===== src/rtl/pipe_skid_reg_pkg.sv =====
// ---------------------------------------------------------------------------
// pipe_skid_reg_pkg
//   Shared definitions for the skid-buffered pipeline register.
//   - state_t : FSM encoding (EMPTY / FULL / SKID; 2'b11 is unreachable
//               and recovers to EMPTY)
//   - occ_of  : number of entries held in a given state
// ---------------------------------------------------------------------------
package pipe_skid_reg_pkg;

    typedef enum logic [1:0] {
        ST_EMPTY   = 2'b00,  // nothing held
        ST_FULL    = 2'b01,  // main register holds the head entry
        ST_SKID    = 2'b10,  // main + skid both hold entries
        ST_ILLEGAL = 2'b11   // never entered; recovers to EMPTY
    } state_t;

    function automatic logic [1:0] occ_of(input state_t s);
        case (s)
            ST_FULL: occ_of = 2'd1;
            ST_SKID: occ_of = 2'd2;
            default: occ_of = 2'd0;
        endcase
    endfunction

endpackage


===== src/rtl/pipe_skid_reg_dff_en_w.sv =====
// ---------------------------------------------------------------------------
// dff_en_w
//   WIDTH-bit data register with load enable and asynchronous active-low
//   reset to RST_VAL.
//   Ports:
//     clk  in   1      clock (posedge)
//     rst  in   1      asynchronous active-low reset
//     en   in   1      load enable
//     d    in   WIDTH  next value
//     q    out  WIDTH  registered value
// ---------------------------------------------------------------------------
module dff_en_w #(
    parameter int               WIDTH   = 8,
    parameter logic [WIDTH-1:0] RST_VAL = '0
) (
    input  logic             clk,
    input  logic             rst,
    input  logic             en,
    input  logic [WIDTH-1:0] d,
    output logic [WIDTH-1:0] q
);

    // NOTE: sequential state uses non-blocking assignments so every flop
    // samples the pre-edge values of the others.
    always_ff @(posedge clk or negedge rst) begin
        if (!rst) begin
            q <= RST_VAL;
        end else if (en) begin
            q <= d;
        end
    end

endmodule


===== src/rtl/pipe_skid_reg.sv =====
// ---------------------------------------------------------------------------
// pipe_skid_reg
//   WIDTH-bit pipeline register with valid/ready on both sides and a
//   one-entry skid buffer, so in_ready comes straight from the state flop.
//   Supports a synchronous flush and counts output transfers.
//   Ports:
//     clk        in   1      clock (posedge)
//     rst        in   1      asynchronous active-low reset
//     flush      in   1      discard all held entries (synchronous)
//     in_valid   in   1      upstream data valid
//     in_ready   out  1      block can accept (decoded from state flop)
//     in_data    in   WIDTH  upstream data
//     out_valid  out  1      out_data valid (decoded from state flop)
//     out_ready  in   1      downstream accepts
//     out_data   out  WIDTH  head entry (main register)
//     occupancy  out  2      entries held: 0, 1 or 2
//     xfer_cnt   out  CNT_W  output transfers, wraps
// ---------------------------------------------------------------------------
module pipe_skid_reg
    import pipe_skid_reg_pkg::*;
#(
    parameter int               WIDTH   = 8,
    parameter logic [WIDTH-1:0] RST_VAL = '0,
    parameter int               CNT_W   = 16
) (
    input  logic             clk,
    input  logic             rst,
    input  logic             flush,
    input  logic             in_valid,
    output logic             in_ready,
    input  logic [WIDTH-1:0] in_data,
    output logic             out_valid,
    input  logic             out_ready,
    output logic [WIDTH-1:0] out_data,
    output logic [1:0]       occupancy,
    output logic [CNT_W-1:0] xfer_cnt
);

    state_t           state;
    state_t           state_nxt;
    logic             in_fire;
    logic             out_fire;
    logic             main_en;
    logic [WIDTH-1:0] main_d;
    logic             skid_en;
    logic [WIDTH-1:0] skid_q;

    assign out_valid = (state != ST_EMPTY);
    assign in_ready  = (state != ST_SKID);
    assign occupancy = occ_of(state);
    assign in_fire   = in_valid & in_ready;
    assign out_fire  = out_valid & out_ready;

    always_ff @(posedge clk or negedge rst) begin
        if (!rst) begin
            state <= ST_EMPTY;
        end else begin
            state <= state_nxt;
        end
    end

    // NOTE: every output of this block gets a default first, so no path
    // leaves a signal unassigned and no latch is inferred.
    always_comb begin
        state_nxt = state;
        main_en   = 1'b0;
        main_d    = in_data;
        skid_en   = 1'b0;
        case (state)
            ST_EMPTY: begin
                if (in_fire) begin
                    state_nxt = ST_FULL;
                    main_en   = 1'b1;
                end
            end
            ST_FULL: begin
                if (in_fire && out_fire) begin
                    main_en = 1'b1;
                end else if (in_fire) begin
                    state_nxt = ST_SKID;
                    skid_en   = 1'b1;
                end else if (out_fire) begin
                    state_nxt = ST_EMPTY;
                end
            end
            ST_SKID: begin
                // in_ready is low here, so only the drain can happen.
                if (out_fire) begin
                    state_nxt = ST_FULL;
                    main_en   = 1'b1;
                    main_d    = skid_q;
                end
            end
            default: state_nxt = ST_EMPTY;
        endcase
        // Flush empties the block and drops any same-cycle input; the data
        // registers keep their contents since out_valid masks them.
        if (flush) begin
            state_nxt = ST_EMPTY;
            main_en   = 1'b0;
            skid_en   = 1'b0;
        end
    end

    dff_en_w #(.WIDTH(WIDTH), .RST_VAL(RST_VAL)) u_main (
        .clk (clk),
        .rst (rst),
        .en  (main_en),
        .d   (main_d),
        .q   (out_data)
    );

    dff_en_w #(.WIDTH(WIDTH), .RST_VAL(RST_VAL)) u_skid (
        .clk (clk),
        .rst (rst),
        .en  (skid_en),
        .d   (in_data),
        .q   (skid_q)
    );

    // Counts every output transfer, including one that coincides with flush.
    always_ff @(posedge clk or negedge rst) begin
        if (!rst) begin
            xfer_cnt <= '0;
        end else if (out_fire) begin
            xfer_cnt <= xfer_cnt + CNT_W'(1);
        end
    end

endmodule


===== config.mk =====
export PLATFORM = sky130hd
export DESIGN_NAME = pipe_skid_reg
export DESIGN_NICKNAME = d
export VERILOG_FILES = /design/src/rtl/pipe_skid_reg_pkg.sv /design/src/rtl/pipe_skid_reg_dff_en_w.sv /design/src/rtl/pipe_skid_reg.sv
export SDC_FILE = /design/constraint.sdc
export NUM_CORES = 1
export LEC_CHECK = 0
export BUFFER_PORTS_ARGS = -buffer_cell sky130_fd_sc_hd__buf_2
export CAP_MARGIN = 0
export CORE_UTILIZATION = 51
export DETAILED_ROUTE_END_ITERATION = 8
export GPL_TIMING_DRIVEN = 0
export PLACE_DENSITY = 0.75
export SYNTH_ARGS = -nofsm -noshare
export SYNTH_HDL_FRONTEND = slang
export SYNTH_SLANG_ARGS = --single-unit

===== constraint.sdc =====
create_clock -name clk -period 1.7 [get_ports clk]
set_input_delay 0 -clock clk [delete_from_list [all_inputs] [get_ports clk]]
set_output_delay 0 -clock clk [all_outputs]
set_load 0.01 [all_outputs]

Yosys cells after proc, flatten, opt, wreduce, memory -nomap -nowiden
Index checks and enable logic that the tools add are counted.
{"block": "word_totals", "out_inout_bits": 28, "register_bits": 34}
{"block": "classes", "n_mux": 18, "n_reduce_logical": 4, "eq_ne": 7, "addsub": 1, "bitwise": 2}
{"cell": "16-bit by 1-bit adder with 16-bit output, second input constant", "n": 1}
{"cell": "8-bit two-way mux", "n": 2}
{"cell": "2-bit two-way mux", "n": 6}
{"cell": "3-bit != test, second input constant", "n": 3}
{"cell": "1-bit two-way mux", "n": 7}
{"cell": "2-bit one-hot mux with 3 select lines", "n": 1}
{"cell": "4-bit != test, second input constant", "n": 1}
{"cell": "2-bit one-hot mux with 2 select lines", "n": 1}
{"cell": "4-bit AND reduction", "n": 1}
{"cell": "1-bit one-hot mux with 3 select lines", "n": 1}
{"cell": "1-bit AND", "n": 2}
{"cell": "2-bit by 1-bit equality test with 1-bit output, second input constant", "n": 1}
{"cell": "2-bit equality test, second input constant", "n": 1}
{"cell": "2-bit zero test", "n": 1}
{"cell": "2-bit != test, second input constant", "n": 1}
{"cell": "2-bit nonzero test", "n": 1}
{"cell": "1-bit logical AND", "n": 1}

Logic depth before layout (Yosys ltp)
{"block": "depth", "depth_word": 7, "mapped_depth": 5, "ltp_nobuf": 5}

Modules after synthesis
Synthesis repeated with hierarchy kept, for this count alone.
{"block": "unflattened", "cells_unflattened": 127, "area_unflattened_um2": 1661.6}
{"mod": "pipe_skid_reg", "cells_per_inst": 93, "instances": 1, "area_per_inst_um2": 998.5}
{"mod": "dff_en_w", "cells_per_inst": 17, "instances": 2, "area_per_inst_um2": 331.6}

Worst setup path before layout
Ideal clock, no wire load.
{"block": "synth_timing", "kind": "flip-flop to flip-flop", "startpoint": "register state[1]", "endpoint": "register u_main.q[0]", "period_less_slack_ns": 1.537, "setup_ns": 0.125, "setup_slack_ns": 0.163, "stages_incl_launch_ff": 5, "arrival_time_ns": 1.412, "required_time_ns": 1.575, "path_cell_list": "dfrtp_1 -> and2b_2 -> nand2_2 -> mux2_2 -> mux2_2"}
{"block": "synth_between", "elab_chain_cells": 6}
{"element": "start: declaration", "line_no": "pipe_skid_reg.sv:39", "text": "state_t state;"}
{"element": "start signal: assignment", "line_no": "pipe_skid_reg.sv:58", "text": "state <= state_nxt;"}
{"element": "2-bit != test or 2-bit nonzero test (tied branches)", "line_no": "pipe_skid_reg.sv:49, pipe_skid_reg.sv:48"}
{"element": "1-bit AND, on equally long branches", "line_no": "pipe_skid_reg.sv:51, pipe_skid_reg.sv:52"}
{"element": "1-bit logical AND", "line_no": "pipe_skid_reg.sv:77", "text": "if (in_fire && out_fire) begin"}
{"element": "1-bit two-way mux", "line_no": "pipe_skid_reg.sv:77"}
{"element": "1-bit one-hot mux with 3 select lines", "line_no": "pipe_skid_reg.sv:69", "text": "case (state)"}
{"element": "1-bit two-way mux", "line_no": "pipe_skid_reg.sv:98", "text": "if (flush) begin"}
{"element": "end signal: assignment", "line_no": "pipe_skid_reg_dff_en_w.sv:27", "text": "q <= RST_VAL;"}
{"element": "end signal: assignment", "line_no": "pipe_skid_reg_dff_en_w.sv:29", "text": "q <= d;"}
{"element": "end: declaration", "line_no": "pipe_skid_reg_dff_en_w.sv:20", "text": "output logic [WIDTH-1:0] q"}
Parallel ways exist; a longest one is shown, timed or not.
A chain may end at the register's enable or synchronous reset.

Worst setup path in the final report
{"block": "layout_timing", "startpoint": "register state[0]", "endpoint": "register u_main.q[7]"}
The elaborated chain is that of the path after synthesis.

==> flow_metrics.tcl <==
set metrics [dict create \
    core_mm2 0.002805 \
    crit_chain "and2b_2 -> nand2_4 -> a21oi_4 -> mux2_2" \
    gp_congestion 0.7248 \
    yosysTopAreaCell "dfrtp_1" \
    pwr-share-comb 0.226 \
    max-vdd-ir-drop_v 0.0007658 \
    post-route-min-period_ns 1.626 \
    switching_share 0.2992 \
    power_frac_seq 0.563 \
    hold_depth 4 \
    crit_fanout 9 \
    clock-sinks 34 \
    startpoint "state[0]$_DFFE_PN0P_" \
    ys_seq_area_frac 0.5506 \
    async_flop_share 1.000 \
    fillers 213 \
    grt_max_degree 35 \
    first_global_vias 1100 \
    antenna_found_initial 0 \
    cp-endpoint "u_main.q[7]$_DFFE_PN0P_" \
    timing.fmax_mhz 615.2 \
    setup_viol 0 \
    synth_area_mm2 0.001545 \
    slew_headroom 0.5135 \
    fin_crit_sh 0.9562 \
    cts_max_level 2 \
    syn2layout_area_growth_pct 28.02 \
    layout-drive-gt1-share 0.4693 \
    cap_violations 0 \
    syn-num-nets 133 \
    drc_errors 2 \
    yosys_warnings 0 \
    critPathMaxStageDelay_ns 0.43 \
    finalNonFillerCells 210 \
    finClkSkew_ns 0.008983 \
    reg2reg_depth 4 \
    syn_avg_cell_area_um2 12.99 \
    intPower_mw 1.348 \
    ant_nets 0 \
    crit_family "flip-flops" \
    die_width_um 57.05 \
    worst_slack_ns 0.07445 \
    r2r-end "u_main.q[7]$_DFFE_PN0P_" \
    p_clk_frac 0.211 \
    clk_path_buf_depth 2 \
    violations "design-rule violations" \
    synth-edff-count 0 \
    diodes 0 \
    ys_top_cells_by_area "dfrtp_1 (55%), mux2_2 (17%), xnor2_1 (6.8%), nand2_1 (2.7%), xor2_1 (1.7%)" \
    grt_overflow_total 0 \
    place_hpwl_um 1910 \
    groute.usage.overall 0.2000 \
    ys_ff_latch 34 \
    dpl.cell_count 190 \
    maxSlewViolCount 0 \
    cts_tree "yes" \
    cts_buffers 5 \
    power_density_mw_per_mm2 972.1 \
    cp.required_ns 1.92 \
    endpoint_kind "flop" \
    dr.pass1.iters 6 \
    synth_cell_types 27 \
    io_pins 41 \
    tightest_slew_ns 0.7297 \
    arrival_ns 1.85 \
    die_h_um 57.05 \
    rrSetupSlack_ns 0.07 \
    die-area_mm2 0.003254 \
    critPathSlowestCell "dfrtp_1" \
    wl_per_cell_um 13.16 \
    rr_startpoint "state[0]$_DFFE_PN0P_" \
    std_cell_rows 19 \
    path_depth 4 \
    synth-main-ff-cell "dfrtp_1" \
    status "finished with violations" \
    drt_wl_total_um 2763 \
    clk_pin_slew_ns 0.09 \
    hold_viol 0 \
    drt_iter0_drc 18 \
    hp-class "in2reg" \
    grt_pass1_wl_um 4905 \
    hp-start "in_valid" \
    yosys.area.top_type_share 0.5506 \
    stdcell_area_mm2 0.001978 \
    critPathKind "reg2reg" \
    via_per_inst 5.233 \
    io_buffers 40 \
    p_leak_nw 0.9654 \
    dp_worst_setup_slack_ns 0.01861 \
    switchingPower_mw 0.5753 \
    syn_inst 119 \
    dpl_cell_area_mm2 0.001784 \
    start_util 0.5508 \
    insertion_delay_ns 0.34 \
    critPathBufInv 0 \
    critPathLaunchType "flop" \
    vias 1099 \
    nets 193 \
    root_buffer "clkbuf_4" \
]
-- flip-flops by register name (all words and copies together) (netlist names) --
| signal | flops |
|---|---|
| xfer_cnt | 16 |
| u_main.q | 8 |
| u_skid.q | 8 |
| state | 2 |
-- layout make-up --
class / instances / area (um2) / area share
Sequential cell: 34 / 850.8 / 0.4301
Inverter: 2 / 7.507 / 0.003795
Clock inverter: 2 / 10.01 / 0.005060
Timing Repair Buffer: 53 / 335.3 / 0.1695
Tap cell: 31 / 38.79 / 0.01961
Clock buffer: 5 / 37.54 / 0.01898
Multi-Input combinational cell: 83 / 698.2 / 0.3529
-- power by group through the flow --
stage | clock (mW) | sequential (mW) | combinational [mW]
finish | 0.407 | 1.08 | 0.434
global route | 0.457 | 1.11 | 0.482
CTS | 0.419 | 1.08 | 0.431
detailed placement | 0 | 1.10 | 0.413
global placement | 0 | 1.09 | 0.398
floorplan | 0 | 1.12 | 0.203
-- cells by family (layout without fill, tap and decap cells) --
| kind of cell | count (synthesis) | after routing | share of synthesized area |
|---|---|---|---|
| and+or+nand+nor | 38 | 38 | 0.1490 |
| DFF | 34 | 34 | 0.5506 |
| muxes | 24 | 24 | 0.1749 |
| xor gates and xnor gates | 15 | 15 | 0.08502 |
| AOI/OAI and AO/OA | 5 | 5 | 0.02753 |
| buffers and inverters | 2 | 62 | 0.004860 |
| adders and majority gates | 1 | 1 | 0.008096 |
-- placed cells by master, fill, tap and decap left out, types with 2 or more instances in the layout --
cell	instances
buf_2	40
and3_1	2
clkinv_2	2
and2b_1	2
or2_2	3
buf_4	2
dfrtp_1	34
mux2_2	24
xnor2_1	12
nor2_1	4
nand4_1	3
xor2_1	3
nand2_1	11
nand3_1	4
dlygate4sd3_1	10
inv_1	2
clkbuf_4	5
-- per-stage QoR --
stage	setup TNS (ns)	total power, mW	hold slack (ns)	util
after floorplan	0	1.326	-0.2956	-
after global placement	0	1.483	0.09520	0.6360
after detailed placement	0	1.511	0.1085	0.6360
after CTS	0	1.933	0.06134	0.6887
after global routing	-0.01513	2.045	0.08535	0.7052
final	0	1.923	0.06482	0.7052
-- metal layers --
layer  vias to the layer above  global-route usage  wire length (um)
li1                        534                   -                 -
met1                       530              0.2304              1097
met2                        29              0.3462              1486
met3                         6             0.07483               139
met4                         0             0.06272                40
met5                         -                   0                 0
-- repair_timing --
item,in CTS,in global routing
setup buffers,0,3
hold buffers,10,0
endpoints found under the setup margin,0,17
endpoints found under the hold margin,43,0
gates resized for setup,0,2
-- cells in the mapped netlist, drive strengths merged (3+ instances only) --
library cell	n
and2b	3
or2	3
mux2	24
xor2	3
nand4	3
xnor2	12
dfrtp	34
nand3	4
nor2	4
nand2	12
-- how the worst min path moves through the flow --
stage                               to  slack (ns)
6_report          state[0]$_DFFE_PN0P_        0.06
5_1_grt           state[0]$_DFFE_PN0P_        0.09
4_1_cts           state[0]$_DFFE_PN0P_        0.06
3_5_place_dp   xfer_cnt[0]$_DFFE_PN0N_        0.11
3_3_place_gp   xfer_cnt[0]$_DFFE_PN0N_         0.1
2_1_floorplan     state[0]$_DFFE_PN0P_       -0.30
-- worst min-delay path: stages --
cell    delay, ns
buf_2        0.10
o21a_1       0.12
o22a_1       0.12
nor2_1       0.03
Note: power is estimated with default switching activity, not from simulation.
